<file path="src/rtl/axi4_test_pkg.sv">
// Shared types and defaults for the AXI4 memory-test sequencer.
//  seq_state_t     : sequencer FSM states
//  TMO_CYCLES_DFLT : default per-phase watchdog limit
package axi4_test_pkg;

   localparam int unsigned TMO_CYCLES_DFLT = 32'h000F_FFFF;

   typedef enum logic [2:0] {
      IDLE    = 3'd0,
      WR_GO   = 3'd1,
      WR_WAIT = 3'd2,
      RD_GO   = 3'd3,
      RD_WAIT = 3'd4,
      CHECK   = 3'd5,
      FIN     = 3'd6
   } seq_state_t;

endpackage

</file>
<file path="src/rtl/axi4_test_sequencer_sat_counter.sv">
// Saturating up-counter: holds at all-ones instead of wrapping.
//  clk, reset : clock, asynchronous active-high reset
//  clr_i      : synchronous clear (wins over inc_i)
//  inc_i      : add one unless already saturated
//  count_o    : registered count
module sat_counter #(
   parameter int unsigned W = 16
) (
   input  logic         clk,
   input  logic         reset,
   input  logic         clr_i,
   input  logic         inc_i,
   output logic [W-1:0] count_o
);

   logic [W-1:0] count_q;
   logic [W-1:0] count_d;

   // Next count: clear, saturating increment, or hold
   always_comb begin
      count_d = count_q;
      if (clr_i) begin
         count_d = '0;
      end else if (inc_i && (count_q != '1)) begin
         count_d = count_q + W'(1);
      end
   end

   always_ff @(posedge clk or posedge reset) begin
      if (reset) begin
         count_q <= '0;
      end else begin
         count_q <= count_d;
      end
   end

   assign count_o = count_q;

endmodule

</file>
<file path="src/rtl/axi4_test_sequencer.sv">
// Runs the AXI4 write/read-verify test engines as a repeated loop from a
// single run command, counting passing/failing iterations and guarding each
// engine phase with a watchdog.
//  clk, reset          : clock, asynchronous active-high reset
//  run, stop           : start a sequence / end after the current iteration
//  iterations          : iteration count latched on run (0 = until stop)
//  busy, finished      : sequence active / 1-cycle end pulse
//  timeout             : sticky, last sequence aborted on watchdog expiry
//  pass_count          : iterations with no engine error
//  fail_count          : iterations with an engine error or a timeout
//  wr_start/wr_done/wr_error : write engine handshake
//  rd_start/rd_done/rd_error : read/verify engine handshake
module axi4_test_sequencer
   import axi4_test_pkg::*;
#(
   parameter int unsigned ITER_WIDTH = 16,
   parameter int unsigned TMO_WIDTH  = 20,
   parameter int unsigned TMO_CYCLES = TMO_CYCLES_DFLT,
   parameter bit          RD_ENABLE  = 1'b1
) (
   input  logic                  clk,
   input  logic                  reset,
   input  logic                  run,
   input  logic                  stop,
   input  logic [ITER_WIDTH-1:0] iterations,
   output logic                  busy,
   output logic                  finished,
   output logic                  timeout,
   output logic [ITER_WIDTH-1:0] pass_count,
   output logic [ITER_WIDTH-1:0] fail_count,
   output logic                  wr_start,
   input  logic                  wr_done,
   input  logic                  wr_error,
   output logic                  rd_start,
   input  logic                  rd_done,
   input  logic                  rd_error
);

   localparam int unsigned          IW1      = ITER_WIDTH + 1;
   localparam logic [TMO_WIDTH-1:0] TMO_LAST = TMO_WIDTH'(TMO_CYCLES - 1);

   seq_state_t            state_q, state_d;
   logic [ITER_WIDTH-1:0] iter_lim_q, iter_lim_d;
   logic [TMO_WIDTH-1:0]  wdog_q, wdog_d;
   logic                  stop_pend_q, stop_pend_d;
   logic                  err_q, err_d;
   logic                  timeout_q, timeout_d;
   logic                  busy_q, finished_q, wr_start_q, rd_start_q;

   logic                  cnt_clr;
   logic                  pass_inc;
   logic                  fail_inc;
   logic                  iter_inc;
   logic [ITER_WIDTH-1:0] iter_cnt;
   logic                  last_iter_c;
   logic                  wdog_exp_c;

   // Compare one bit wider so a saturated iter_cnt can never alias a limit
   assign last_iter_c = (iter_lim_q != '0) &&
                        ((IW1'(iter_cnt) + IW1'(1)) == IW1'(iter_lim_q));
   assign wdog_exp_c  = (wdog_q == TMO_LAST);

   // Next-state and datapath control
   always_comb begin
      state_d     = state_q;
      iter_lim_d  = iter_lim_q;
      wdog_d      = wdog_q;
      stop_pend_d = stop_pend_q;
      err_d       = err_q;
      timeout_d   = timeout_q;
      cnt_clr     = 1'b0;
      pass_inc    = 1'b0;
      fail_inc    = 1'b0;
      iter_inc    = 1'b0;

      if ((state_q != IDLE) && stop) begin
         stop_pend_d = 1'b1;
      end

      case (state_q)
         IDLE: begin
            if (run) begin
               cnt_clr    = 1'b1;
               timeout_d  = 1'b0;
               err_d      = 1'b0;
               iter_lim_d = iterations;
               state_d    = WR_GO;
            end
         end
         WR_GO: begin
            wdog_d  = '0;
            state_d = WR_WAIT;
         end
         // A done in the expiry cycle takes priority over the timeout
         WR_WAIT: begin
            if (wr_done) begin
               err_d   = err_q | wr_error;
               state_d = RD_ENABLE ? RD_GO : CHECK;
            end else if (wdog_exp_c) begin
               timeout_d = 1'b1;
               fail_inc  = 1'b1;
               state_d   = FIN;
            end else begin
               wdog_d = wdog_q + TMO_WIDTH'(1);
            end
         end
         RD_GO: begin
            wdog_d  = '0;
            state_d = RD_WAIT;
         end
         RD_WAIT: begin
            if (rd_done) begin
               err_d   = err_q | rd_error;
               state_d = CHECK;
            end else if (wdog_exp_c) begin
               timeout_d = 1'b1;
               fail_inc  = 1'b1;
               state_d   = FIN;
            end else begin
               wdog_d = wdog_q + TMO_WIDTH'(1);
            end
         end
         // A stop arriving in this very cycle also ends the sequence here
         CHECK: begin
            pass_inc = ~err_q;
            fail_inc = err_q;
            iter_inc = 1'b1;
            err_d    = 1'b0;
            if (stop_pend_q || stop || last_iter_c) begin
               state_d = FIN;
            end else begin
               state_d = WR_GO;
            end
         end
         FIN: begin
            stop_pend_d = 1'b0;
            state_d     = IDLE;
         end
         default: begin
            stop_pend_d = 1'b0;
            state_d     = IDLE;
         end
      endcase
   end

   // State and registered outputs, decoded from the next state
   always_ff @(posedge clk or posedge reset) begin
      if (reset) begin
         state_q     <= IDLE;
         iter_lim_q  <= '0;
         wdog_q      <= '0;
         stop_pend_q <= 1'b0;
         err_q       <= 1'b0;
         timeout_q   <= 1'b0;
         busy_q      <= 1'b0;
         finished_q  <= 1'b0;
         wr_start_q  <= 1'b0;
         rd_start_q  <= 1'b0;
      end else begin
         state_q     <= state_d;
         iter_lim_q  <= iter_lim_d;
         wdog_q      <= wdog_d;
         stop_pend_q <= stop_pend_d;
         err_q       <= err_d;
         timeout_q   <= timeout_d;
         busy_q      <= (state_d != IDLE);
         finished_q  <= (state_d == FIN);
         wr_start_q  <= (state_d == WR_GO);
         rd_start_q  <= (state_d == RD_GO);
      end
   end

   sat_counter #(.W(ITER_WIDTH)) u_pass_cnt (
      .clk     (clk),
      .reset   (reset),
      .clr_i   (cnt_clr),
      .inc_i   (pass_inc),
      .count_o (pass_count)
   );

   sat_counter #(.W(ITER_WIDTH)) u_fail_cnt (
      .clk     (clk),
      .reset   (reset),
      .clr_i   (cnt_clr),
      .inc_i   (fail_inc),
      .count_o (fail_count)
   );

   sat_counter #(.W(ITER_WIDTH)) u_iter_cnt (
      .clk     (clk),
      .reset   (reset),
      .clr_i   (cnt_clr),
      .inc_i   (iter_inc),
      .count_o (iter_cnt)
   );

   assign busy     = busy_q;
   assign finished = finished_q;
   assign timeout  = timeout_q;
   assign wr_start = wr_start_q;
   assign rd_start = rd_start_q;

endmodule

</file>
<file path="config.mk">
export PLATFORM = sky130hd
export DESIGN_NAME = axi4_test_sequencer
export DESIGN_NICKNAME = d
export VERILOG_FILES = /design/src/rtl/axi4_test_pkg.sv /design/src/rtl/axi4_test_sequencer_sat_counter.sv /design/src/rtl/axi4_test_sequencer.sv
export SDC_FILE = /design/constraint.sdc
export NUM_CORES = 1
export LEC_CHECK = 0
export BUFFER_PORTS_ARGS = -buffer_cell sky130_fd_sc_hd__buf_2
export CAP_MARGIN = 30
export CELL_PAD_IN_SITES_DETAIL_PLACEMENT = 2
export CELL_PAD_IN_SITES_GLOBAL_PLACEMENT = 2
export CORE_MARGIN = 2
export CORE_UTILIZATION = 33
export DETAILED_ROUTE_END_ITERATION = 8
export GPL_ROUTABILITY_DRIVEN = 1
export PLACE_DENSITY = 0.87
export SYNTH_ARGS = -nofsm -noshare
export SYNTH_HDL_FRONTEND = slang
export SYNTH_SLANG_ARGS = --single-unit
</file>
<file path="constraint.sdc">
create_clock -name clk -period 2.6 [get_ports clk]
set_input_delay 0 -clock clk [delete_from_list [all_inputs] [get_ports clk]]
set_output_delay 0 -clock clk [all_outputs]
set_load 0.02 [all_outputs]
</file>
==> run_summary.xml, run 1 <==
<?xml version="1.0" encoding="UTF-8"?>
<metrics>
  <group name="place">
    <metric name="dp_hpwl" unit="um">12700</metric>
    <metric name="final_wtd_congestion" unit="">0.903</metric>
    <metric name="dp.cells" unit="">878</metric>
    <metric name="buffer_ports.inserted" unit="">60</metric>
    <metric name="placed_area" unit="mm2">0.00604</metric>
  </group>
  <group name="critical_path">
    <metric name="worstSetupPathType" unit="">reg -&gt; reg</metric>
    <metric name="setup.worst_path.end_class" unit="">register</metric>
    <metric name="cp_data_required_time" unit="ns">2.82</metric>
    <metric name="critical_path.max_fanout" unit="">26</metric>
    <metric name="r2r_slack" unit="ns">-0.14</metric>
    <metric name="data_arrival_time_of_the_critical_path" unit="ns">2.96</metric>
    <metric name="start_kind" unit="">register</metric>
  </group>
  <group name="timing">
    <metric name="skew" unit="ns">0.0154</metric>
    <metric name="max_clock_freq" unit="GHz">0.366</metric>
    <metric name="max_slew.worst_pin.slew" unit="ns">0.666</metric>
    <metric name="final-hold-violation-count" unit="">0</metric>
    <metric name="minimum_clock_period" unit="ns">2.74</metric>
    <metric name="worst_hold_slack" unit="ns">0.226</metric>
    <metric name="timing.final.crit_share" unit="%">105</metric>
    <metric name="timing.final.ws_setup" unit="ns">-0.135</metric>
    <metric name="slew_headroom" unit="%">55.6</metric>
    <metric name="report.final.setup_viol" unit="">12</metric>
    <metric name="setup_repair_after_global_routing_missed_its_margin" unit="">true</metric>
    <metric name="slew_viol_final" unit="">0</metric>
    <metric name="setup_tns" unit="ns">-0.709</metric>
  </group>
  <group name="floorplan">
    <metric name="die_width" unit="um">131</metric>
    <metric name="chipHeight" unit="um">131</metric>
    <metric name="rows" unit="">46</metric>
    <metric name="initial_core_util" unit="%">33.7</metric>
    <metric name="fp.dieArea" unit="mm2">0.0172</metric>
    <metric name="io_pins" unit="">61</metric>
    <metric name="placeableCoreArea" unit="mm2">0.0158</metric>
  </group>
  <group name="outcome">
    <metric name="result_of_the_run" unit="">finished with violations</metric>
    <metric name="violations_in_the_final_reports" unit="">setup timing</metric>
  </group>
  <group name="power">
    <metric name="p_total" unit="mW">5.43</metric>
    <metric name="leakage" unit="nW">3.06</metric>
    <metric name="power_per_cell_area" unit="mW/mm2">793</metric>
    <metric name="vdd_ir_drop_max" unit="uV">369</metric>
  </group>
  <group name="logic_synthesis">
    <metric name="synth.top_cells.by_count" unit="">sky130_fd_sc_hd__dfrtp_1, sky130_fd_sc_hd__nand2_1, sky130_fd_sc_hd__nor2_1</metric>
    <metric name="synth_edf_count" unit="">0</metric>
    <metric name="seq_area_frac_synth" unit="%">44.1</metric>
    <metric name="syn-cell-area" unit="mm2">0.00534</metric>
    <metric name="yosysWarningCount" unit="">0</metric>
    <metric name="yosys.area.top_type_share" unit="%">44.1</metric>
    <metric name="netlist-cell-type-count" unit="">71</metric>
    <metric name="dominantRegCellSynth" unit="">sky130_fd_sc_hd__dfrtp_1</metric>
    <metric name="yosysTopAreaCell" unit="">sky130_fd_sc_hd__dfrtp_1</metric>
    <metric name="syn_inst" unit="">601</metric>
    <metric name="syn-num-nets" unit="">630</metric>
    <metric name="yosys_register_bits" unit="">94</metric>
    <metric name="post_synth_main_area_contributors" unit="">sky130_fd_sc_hd__dfrtp_1, sky130_fd_sc_hd__nand2_1, sky130_fd_sc_hd__o21ai_0, sky130_fd_sc_hd__nor2_1, sky130_fd_sc_hd__xor2_1</metric>
    <metric name="synthesis.area_per_instance" unit="um2">8.88</metric>
    <metric name="yosysMostFrequentCell" unit="">sky130_fd_sc_hd__dfrtp_1</metric>
    <metric name="asyncSetResetFlopFracSynth" unit="%">100</metric>
  </group>
  <group name="layout">
    <metric name="layout.nets" unit="">733</metric>
    <metric name="diodes" unit="">0</metric>
    <metric name="num-fill-cells" unit="">1688</metric>
    <metric name="stdcell_count" unit="">924</metric>
    <metric name="final_design_area_no_fill" unit="mm2">0.00684</metric>
    <metric name="drive_above_1_share" unit="%">23.0</metric>
    <metric name="areaGrowthSynthToFinish" unit="%">28.2</metric>
  </group>
  <group name="clocking">
    <metric name="cts.htree.levels" unit="">3</metric>
    <metric name="clock_tree_from_tritoncts" unit="">built</metric>
    <metric name="clk-insertion-delay-late" unit="ns">0.37</metric>
    <metric name="clock_pin_transition_on_the_worst_setup_and_hold_timing_paths" unit="ns">0.08</metric>
    <metric name="clock_sinks" unit="">94</metric>
    <metric name="clockRootBuffer" unit="">sky130_fd_sc_hd__clkbuf_16</metric>
    <metric name="clock_tree.buffer_depth" unit="">2</metric>
    <metric name="cts_inserted_buffers" unit="">9</metric>
  </group>
  <group name="drt">
    <metric name="ant_nets_after_route" unit="">0</metric>
    <metric name="firstDrtPassIters" unit="">5</metric>
    <metric name="vias_per_inst" unit="">6.03</metric>
    <metric name="drt-total-wl" unit="um">25500</metric>
    <metric name="wire_per_inst" unit="um">27.6</metric>
    <metric name="detail_route.iter0.violations" unit="">508</metric>
    <metric name="vias" unit="">5575</metric>
    <metric name="drt_drc_violations_left" unit="">0</metric>
  </group>
  <group name="global_routing">
    <metric name="grt_pass1_wl" unit="um">36200</metric>
    <metric name="initial_antenna_violation_count" unit="">0</metric>
    <metric name="grt_usage" unit="%">26.6</metric>
    <metric name="gr-total-overflow" unit="">0</metric>
    <metric name="pin_count_of_the_biggest_net_entering_global_routing" unit="">55</metric>
    <metric name="number_of_global_route_vias_before_repair" unit="">6173</metric>
  </group>
  <group name="run">
    <metric name="max_cap_viol_count" unit="">0</metric>
  </group>
  <group name="min_path">
    <metric name="min-delay-path-class" unit="">in -&gt; reg</metric>
  </group>
</metrics>
-- critical path, stage by stage, from the launching register on --
cell	delay (ns)
sky130_fd_sc_hd__dfrtp_2	0.50
sky130_fd_sc_hd__buf_4	0.17
sky130_fd_sc_hd__nand3_4	0.11
sky130_fd_sc_hd__buf_4	0.20
sky130_fd_sc_hd__or3_1	0.46
sky130_fd_sc_hd__o21ai_2	0.29
sky130_fd_sc_hd__buf_12	0.22
sky130_fd_sc_hd__nor2_1	0.11
sky130_fd_sc_hd__o21ai_0	0.31
sky130_fd_sc_hd__o21ai_0	0.19
-- routing by layer --
| layer | global-route usage [%] | routed length, um |
|---|---|---|
| met1 | 29.8 | 9800 |
| met2 | 47.3 | 13000 |
| met3 | 4.59 | 1110 |
| met4 | 16.1 | 1610 |
| met5 | 0 | 0 |
-- layout by cell type, fill, tap and decap left out, types with 4 or more instances in the layout --
| cell type | Yosys | final |
|---|---|---|
| sky130_fd_sc_hd__dlygate4sd3_1 | 0 | 21 |
| sky130_fd_sc_hd__buf_2 | 10 | 60 |
| sky130_fd_sc_hd__buf_6 | 1 | 4 |
| sky130_fd_sc_hd__nand2_1 | 85 | 85 |
| sky130_fd_sc_hd__and2_1 | 6 | 6 |
| sky130_fd_sc_hd__dfrtp_1 | 94 | 86 |
| sky130_fd_sc_hd__nand3_1 | 26 | 25 |
| sky130_fd_sc_hd__nor4_1 | 7 | 5 |
| sky130_fd_sc_hd__nor2b_1 | 6 | 6 |
| sky130_fd_sc_hd__and3_1 | 11 | 11 |
| sky130_fd_sc_hd__or3_1 | 18 | 18 |
| sky130_fd_sc_hd__ha_1 | 5 | 4 |
| sky130_fd_sc_hd__xnor2_1 | 22 | 19 |
| sky130_fd_sc_hd__nor4_4 | 1 | 5 |
| sky130_fd_sc_hd__inv_1 | 11 | 10 |
| sky130_fd_sc_hd__nand4_1 | 21 | 21 |
| sky130_fd_sc_hd__buf_4 | 1 | 32 |
| sky130_fd_sc_hd__nand2b_1 | 10 | 10 |
| sky130_fd_sc_hd__xor2_1 | 23 | 21 |
| sky130_fd_sc_hd__nor2_1 | 58 | 58 |
| sky130_fd_sc_hd__o31ai_1 | 11 | 11 |
| sky130_fd_sc_hd__clkbuf_16 | 0 | 9 |
| sky130_fd_sc_hd__nor3_1 | 11 | 10 |
| sky130_fd_sc_hd__a21oi_1 | 29 | 28 |
| sky130_fd_sc_hd__o21ai_0 | 46 | 46 |
| sky130_fd_sc_hd__dfrtp_2 | 0 | 8 |
-- power breakdown --
part | internal, mW | total [mW] | leakage, nW | switching, mW
Clock | 0.839 | 1.49 | 0.146 | 0.649
Combinational | 0.663 | 1.91 | 1.66 | 1.25
Sequential | 1.68 | 2.03 | 1.26 | 0.347
Total | 3.18 | 5.43 | 3.06 | 2.24
-- registers in the layout, summed over array words and instances, names as in the netlist --
| signal | flops |
|---|---|
| busy | 1 |
| err_q | 1 |
| finished | 1 |
| iter_lim_q | 16 |
| rd_start | 1 |
| state_q | 3 |
| stop_pend_q | 1 |
| timeout | 1 |
| u_fail_cnt.count_o | 16 |
| u_iter_cnt.count_o | 16 |
| u_pass_cnt.count_o | 16 |
| wdog_q | 20 |
| wr_start | 1 |
-- stage by stage --
step           setup slack [ns]  utilization, %
3_5_place_dp            -0.0415            38.1
5_1_grt                  -0.195            43.2
3_3_place_gp              0.129            38.1
6_report                 -0.135            43.2
2_1_floorplan             0.151               -
4_1_cts                  0.0276            41.7
-- final cells by class --
class	count	area (um2)	area share (%)
flip-flops and latches	94	2360	34.5
multi-input cells	468	3000	43.9
inverters	11	43.8	0.640
well taps	216	270	3.95
clock buffers	11	233	3.40
clock inverters	4	72.6	1.06
repair buffers	120	856	12.5
-- kinds of logic (layout without fill, tap and decap cells) --
logic type	after synthesis	after routing	synth area share [%]
AOI/OAI and AO/OA	124	124	14.7
xor gates and xnor gates	45	45	7.38
adders and majority gates	5	5	1.17
buffers and inverters	39	146	3.19
DFF	94	94	44.1
muxes	2	2	0.375
and+or+nand+nor	292	292	29.1
-- path summary, 6_finish.rpt --
path,start,depth (start not counted),endpoint
min in group asynchronous,reset,3,u_iter_cnt.count_o[3]
max in group asynchronous,reset,4,u_iter_cnt.count_o[9]
max reg2reg,u_iter_cnt.count_o[2],9,u_iter_cnt.count_o[15]
min,wr_error,4,err_q
max,u_iter_cnt.count_o[2],9,u_iter_cnt.count_o[15]
min reg2reg,timeout,2,timeout
-- what timing repair did --
action,CTS,global route
pin swaps,3,10
hold endpoints to repair,60,0
setup endpoints to repair,2,31
buffers inserted,1,9
resized for setup,8,33
hold buffers,21,0
No activity file was read; power rests on OpenSTA's default activity.
==> inputs of run 2 (changes only) <==
- BUFFER_PORTS_ARGS: -buffer_cell sky130_fd_sc_hd__buf_2 -> not set
- CORE_UTILIZATION: 33 -> 35
- DONT_BUFFER_PORTS: not set -> 1
- PLACE_DENSITY: 0.87 -> 0.85
==> run_summary.xml, run 2 (synthesis results as in run 1) <==
<?xml version="1.0" encoding="UTF-8"?>
<metrics>
  <group name="global_routing">
    <metric name="grt_usage" unit="%">26.0</metric>
    <metric name="initial_antenna_violation_count" unit="">0</metric>
    <metric name="number_of_global_route_vias_before_repair" unit="">5703</metric>
    <metric name="pin_count_of_the_biggest_net_entering_global_routing" unit="">48</metric>
    <metric name="gr-total-overflow" unit="">0</metric>
    <metric name="grt_pass1_wl" unit="um">32700</metric>
  </group>
  <group name="clocking">
    <metric name="clk-insertion-delay-late" unit="ns">0.37</metric>
    <metric name="clock_pin_transition_on_the_worst_setup_and_hold_timing_paths" unit="ns">0.08</metric>
    <metric name="clock_sinks" unit="">94</metric>
    <metric name="clock_tree.buffer_depth" unit="">2</metric>
    <metric name="clock_tree_from_tritoncts" unit="">built</metric>
    <metric name="clockRootBuffer" unit="">sky130_fd_sc_hd__clkbuf_16</metric>
    <metric name="cts.htree.levels" unit="">3</metric>
    <metric name="cts_inserted_buffers" unit="">9</metric>
  </group>
  <group name="layout">
    <metric name="most_common_cell_after_layout_fill_and_taps_aside" unit="">sky130_fd_sc_hd__dfrtp_1</metric>
    <metric name="most-common-layout-cells" unit="">sky130_fd_sc_hd__dfrtp_1, sky130_fd_sc_hd__nand2_1, sky130_fd_sc_hd__nor2_1</metric>
    <metric name="layout.nets" unit="">694</metric>
    <metric name="stdcell_count" unit="">858</metric>
    <metric name="drive_above_1_share" unit="%">18.1</metric>
    <metric name="diodes" unit="">0</metric>
    <metric name="areaGrowthSynthToFinish" unit="%">24.4</metric>
    <metric name="num-fill-cells" unit="">1606</metric>
    <metric name="finish.utilization" unit="%">44.2</metric>
    <metric name="registers.top_by_ff_count" unit="">wdog_q</metric>
    <metric name="largest_reg_flops" unit="">20</metric>
  </group>
  <group name="timing">
    <metric name="max_clock_freq" unit="GHz">0.379</metric>
    <metric name="setup_repair_after_global_routing_missed_its_margin" unit="">true</metric>
    <metric name="final-hold-violation-count" unit="">0</metric>
    <metric name="setup_tns" unit="ns">-0.0424</metric>
    <metric name="slew_viol_final" unit="">0</metric>
    <metric name="report.final.setup_viol" unit="">2</metric>
    <metric name="minimum_clock_period" unit="ns">2.64</metric>
    <metric name="timing.final.ws_setup" unit="ns">-0.0351</metric>
    <metric name="skew" unit="ns">0.0197</metric>
    <metric name="timing.final.crit_share" unit="%">101</metric>
    <metric name="worst_hold_slack" unit="ns">0.116</metric>
    <metric name="slew_headroom" unit="%">57.5</metric>
    <metric name="max_slew.worst_pin.slew" unit="ns">0.638</metric>
  </group>
  <group name="place">
    <metric name="dp.cells" unit="">795</metric>
    <metric name="final_wtd_congestion" unit="">0.915</metric>
    <metric name="dp_hpwl" unit="um">12200</metric>
    <metric name="buffer_ports.inserted" unit="">0</metric>
  </group>
  <group name="floorplan">
    <metric name="chipHeight" unit="um">127</metric>
    <metric name="die_width" unit="um">127</metric>
    <metric name="fp.dieArea" unit="mm2">0.0163</metric>
    <metric name="rows" unit="">45</metric>
    <metric name="io_pins" unit="">61</metric>
    <metric name="placeableCoreArea" unit="mm2">0.0150</metric>
    <metric name="initial_core_util" unit="%">35.5</metric>
  </group>
  <group name="critical_path">
    <metric name="data_arrival_time_of_the_critical_path" unit="ns">2.91</metric>
    <metric name="setup.worst_path.end_class" unit="">register</metric>
    <metric name="start_kind" unit="">register</metric>
    <metric name="critical_path.max_fanout" unit="">8</metric>
    <metric name="cp_data_required_time" unit="ns">2.87</metric>
    <metric name="worstSetupPathType" unit="">reg -&gt; reg</metric>
  </group>
  <group name="drt">
    <metric name="ant_nets_after_route" unit="">0</metric>
    <metric name="detail_route.iter0.violations" unit="">350</metric>
    <metric name="drt-total-wl" unit="um">21900</metric>
    <metric name="drt_drc_violations_left" unit="">0</metric>
    <metric name="firstDrtPassIters" unit="">4</metric>
    <metric name="vias_per_inst" unit="">6.10</metric>
    <metric name="wire_per_inst" unit="um">25.5</metric>
    <metric name="vias" unit="">5232</metric>
  </group>
  <group name="power">
    <metric name="power.switching_fraction" unit="%">40.6</metric>
    <metric name="leakage" unit="nW">2.85</metric>
    <metric name="power_frac_seq" unit="%">40.9</metric>
    <metric name="clkPwrFrac" unit="%">26.7</metric>
    <metric name="vdd_ir_drop_max" unit="uV">276</metric>
    <metric name="p_total" unit="mW">5.16</metric>
    <metric name="p_switching" unit="mW">2.09</metric>
    <metric name="power_per_cell_area" unit="mW/mm2">778</metric>
    <metric name="intPower" unit="mW">3.07</metric>
    <metric name="comb_power_share" unit="%">32.4</metric>
  </group>
  <group name="min_path">
    <metric name="min-delay-path-class" unit="">in -&gt; reg</metric>
  </group>
  <group name="outcome">
    <metric name="violations_in_the_final_reports" unit="">setup timing</metric>
    <metric name="result_of_the_run" unit="">finished with violations</metric>
  </group>
  <group name="run">
    <metric name="max_cap_viol_count" unit="">0</metric>
  </group>
</metrics>
-- run 2: worst paths after layout --
path                                   startpoint                     end  slack, ns  cells after the start
max                         u_iter_cnt.count_o[0]                finished      -0.04                      8
min                                           run          iter_lim_q[12]       0.12                      4
max reg2reg                 u_iter_cnt.count_o[0]                finished      -0.04                      8
min reg2reg                u_iter_cnt.count_o[11]  u_iter_cnt.count_o[11]       0.51                      1
max in group asynchronous                   reset  u_iter_cnt.count_o[11]       1.71                      3
min in group asynchronous                   reset                rd_start       0.21                      2
-- run 2: layer usage --
metal  global-route usage, %  wire (um)  vias up
met2                    45.1      11300      170
met1                    31.6       9000     2745
met4                    11.6        597        0
met3                    4.56        983       51
li1                        -          -     2266
met5                       0          0        -
-- run 2: critical path: stages, from the launching register on --
cell and delay [ns]:
sky130_fd_sc_hd__dfrtp_1 0.43, sky130_fd_sc_hd__ha_4 0.21, sky130_fd_sc_hd__nand3_4 0.15, sky130_fd_sc_hd__o32a_1 0.41
sky130_fd_sc_hd__a221oi_2 0.25, sky130_fd_sc_hd__o221ai_1 0.18, sky130_fd_sc_hd__or4_4 0.48, sky130_fd_sc_hd__and2_4 0.19
sky130_fd_sc_hd__a221oi_2 0.24
-- run 2: power by group through the flow --
stage	Clock (mW)	Combinational, mW	Sequential, mW
after global placement	0	1.24	2.05
after floorplan	0	0.975	1.94
after global routing	1.46	1.80	2.13
final	1.38	1.67	2.11
after detailed placement	0	1.34	2.06
after CTS	1.36	1.46	2.06
-- run 2: stage by stage --
step,worst slack [ns],instance area [um2]
after detailed placement,-0.0257,5720
after CTS,0.0156,6280
after global placement,0.129,5720
after floorplan,0.151,5340
after global routing,-0.155,6640
final,-0.0351,6640
-- run 2: final cells by class --
class                      count  area [um2]  area share, %
clock buffer                  12         236           3.56
clock inverter                 4        47.5          0.716
sequential                    94        2360           35.6
tap                          188         235           3.54
inverter                      11        43.8          0.660
timing repair buffer          81         709           10.7
multi-input combinational    468        3000           45.3
-- run 2: what timing repair did --
| action | 4_1_cts | 5_1_grt |
|---|---|---|
| setup endpoints to repair | 4 | 31 |
| pin swaps | 2 | 12 |
| setup buffers | 2 | 22 |
| hold buffers | 23 | 0 |
| endpoints found under the hold margin | 69 | 0 |
| resized for setup | 4 | 36 |
==> inputs of run 3 (changes only) <==
- CORE_ASPECT_RATIO: not set -> 0.75
==> run_summary.xml, run 3 (synthesis results as in run 1) <==
<?xml version="1.0" encoding="UTF-8"?>
<metrics>
  <group name="outcome">
    <metric name="result_of_the_run" unit="">completed</metric>
  </group>
  <group name="layout">
    <metric name="largest_reg_flops" unit="">20</metric>
    <metric name="layout.nets" unit="">675</metric>
    <metric name="most-common-layout-cells" unit="">sky130_fd_sc_hd__dfrtp_1, sky130_fd_sc_hd__nand2_1, sky130_fd_sc_hd__nor2_1</metric>
    <metric name="registers.top_by_ff_count" unit="">wdog_q</metric>
    <metric name="drive_above_1_share" unit="%">15.8</metric>
    <metric name="most_common_cell_after_layout_fill_and_taps_aside" unit="">sky130_fd_sc_hd__dfrtp_1</metric>
    <metric name="diodes" unit="">0</metric>
    <metric name="areaGrowthSynthToFinish" unit="%">21.6</metric>
  </group>
  <group name="global_routing">
    <metric name="global_route.usage.met3" unit="%">7.28</metric>
    <metric name="gr-total-overflow" unit="">0</metric>
    <metric name="met1_usage" unit="%">29.9</metric>
    <metric name="initial_antenna_violation_count" unit="">0</metric>
    <metric name="grt_usage" unit="%">24.0</metric>
    <metric name="busiest_layer" unit="">met2</metric>
    <metric name="grtUsageMet2" unit="%">40.3</metric>
    <metric name="pin_count_of_the_biggest_net_entering_global_routing" unit="">62</metric>
    <metric name="number_of_global_route_vias_before_repair" unit="">5460</metric>
    <metric name="grt_pass1_wl" unit="um">30800</metric>
  </group>
  <group name="clocking">
    <metric name="cts_inserted_buffers" unit="">9</metric>
    <metric name="clock_tree_from_tritoncts" unit="">built</metric>
    <metric name="clockRootBuffer" unit="">sky130_fd_sc_hd__clkbuf_16</metric>
    <metric name="clock_pin_transition_on_the_worst_setup_and_hold_timing_paths" unit="ns">0.07</metric>
    <metric name="cts.htree.levels" unit="">3</metric>
    <metric name="clock_tree.buffer_depth" unit="">2</metric>
    <metric name="clk-insertion-delay-late" unit="ns">0.36</metric>
    <metric name="clock_sinks" unit="">94</metric>
  </group>
  <group name="place">
    <metric name="dp_hpwl" unit="um">12400</metric>
    <metric name="buffer_ports.inserted" unit="">0</metric>
    <metric name="final_wtd_congestion" unit="">0.856</metric>
  </group>
  <group name="drt">
    <metric name="wire_per_inst" unit="um">23.2</metric>
    <metric name="drt_drc_violations_left" unit="">0</metric>
    <metric name="firstDrtPassIters" unit="">4</metric>
    <metric name="vias_per_inst" unit="">5.79</metric>
    <metric name="ant_nets_after_route" unit="">0</metric>
    <metric name="drt-total-wl" unit="um">19800</metric>
    <metric name="detail_route.iter0.violations" unit="">294</metric>
    <metric name="vias" unit="">4954</metric>
  </group>
  <group name="floorplan">
    <metric name="io_pins" unit="">61</metric>
    <metric name="rows" unit="">39</metric>
    <metric name="die_width" unit="um">147</metric>
    <metric name="fp.dieArea" unit="mm2">0.0163</metric>
    <metric name="chipHeight" unit="um">111</metric>
    <metric name="placeableCoreArea" unit="mm2">0.0151</metric>
    <metric name="initial_core_util" unit="%">35.4</metric>
  </group>
  <group name="critical_path">
    <metric name="start_kind" unit="">register</metric>
    <metric name="cp_data_required_time" unit="ns">2.86</metric>
    <metric name="data_arrival_time_of_the_critical_path" unit="ns">2.83</metric>
    <metric name="worstSetupPathType" unit="">reg -&gt; reg</metric>
    <metric name="critical_path.max_fanout" unit="">6</metric>
    <metric name="setup.worst_path.end_class" unit="">register</metric>
  </group>
  <group name="timing">
    <metric name="setup_tns" unit="ns">0</metric>
    <metric name="report.final.setup_viol" unit="">0</metric>
    <metric name="max_slew.worst_pin.slew" unit="ns">0.833</metric>
    <metric name="skew" unit="ns">0.00653</metric>
    <metric name="slew_headroom" unit="%">44.5</metric>
    <metric name="setup_repair_after_global_routing_missed_its_margin" unit="">true</metric>
    <metric name="max_clock_freq" unit="GHz">0.390</metric>
    <metric name="minimum_clock_period" unit="ns">2.56</metric>
    <metric name="timing.final.crit_share" unit="%">98.6</metric>
    <metric name="final-hold-violation-count" unit="">0</metric>
    <metric name="slew_viol_final" unit="">0</metric>
  </group>
  <group name="power">
    <metric name="power_per_cell_area" unit="mW/mm2">792</metric>
    <metric name="p_total" unit="mW">5.14</metric>
    <metric name="vdd_ir_drop_max" unit="uV">392</metric>
    <metric name="leakage" unit="nW">2.72</metric>
  </group>
  <group name="run">
    <metric name="max_cap_viol_count" unit="">0</metric>
  </group>
  <group name="min_path">
    <metric name="min-delay-path-class" unit="">in -&gt; reg</metric>
  </group>
</metrics>
==> run 3: what timing repair did <==
item | in CTS | in global routing
hold endpoints to repair | 84 | 0
pin swaps | 2 | 8
setup buffers | 1 | 7
setup endpoints to repair | 6 | 27
resized for setup | 3 | 34
hold buffers | 23 | 0
==> run 3: where the power goes <==
group	switching [mW]	leakage, nW	internal (mW)
logic	0.982	1.32	0.636
clock network	0.618	0.145	0.843
registers	0.381	1.26	1.68
total	1.98	2.72	3.16
==> run 3: cell type report <==
type	instances	area [um2]
sequential	94	2360
inverter	11	43.8
clock buffer	10	229
timing repair buffer	62	547
tap	205	256
multi-input combinational	468	2970
clock inverter	5	83.8
fill	1632	8590
==> run 3: layer usage <==
layer	share of wire (%)	wire [um]
met5	0	0
met4	2.2	439
met3	5.8	1150
met2	50	9840
met1	42	8370
==> run 3: through the flow <==
step	std cells	hold WS, ns	utilization [%]	instance area (um2)	worst slack [ns]
floorplan	601	0.105	-	5340	0.151
global placement	809	0.0856	37.9	5710	0.0552
detailed placement	809	0.0985	37.9	5710	-0.0764
CTS	848	0.107	41.7	6280	-0.0189
global route	855	0.169	43.1	6490	-0.0641
finish	855	0.130	43.1	6490	0.0363
==> run 3: worst max-delay path, stage by stage, from the launching register on <==
cell and delay [ns]:
sky130_fd_sc_hd__dfrtp_2 0.50, sky130_fd_sc_hd__xor2_1 0.33, sky130_fd_sc_hd__o2111ai_1 0.21, sky130_fd_sc_hd__a221oi_2 0.37, sky130_fd_sc_hd__o221ai_2 0.17, sky130_fd_sc_hd__or4_4 0.47
sky130_fd_sc_hd__and2_4 0.18, sky130_fd_sc_hd__a221oi_2 0.23
==> run 3: path summary, 6_finish.rpt <==
check / startpoint / end / slack [ns] / cells after the start
min in group asynchronous: reset / u_pass_cnt.count_o[2] / 0.32 / 2
max reg2reg: u_iter_cnt.count_o[7] / finished / 0.04 / 7
min: run / err_q / 0.13 / 4
max: u_iter_cnt.count_o[7] / finished / 0.04 / 7
min reg2reg: iter_lim_q[4] / iter_lim_q[4] / 0.58 / 2
max in group asynchronous: reset / u_iter_cnt.count_o[6] / 1.60 / 3
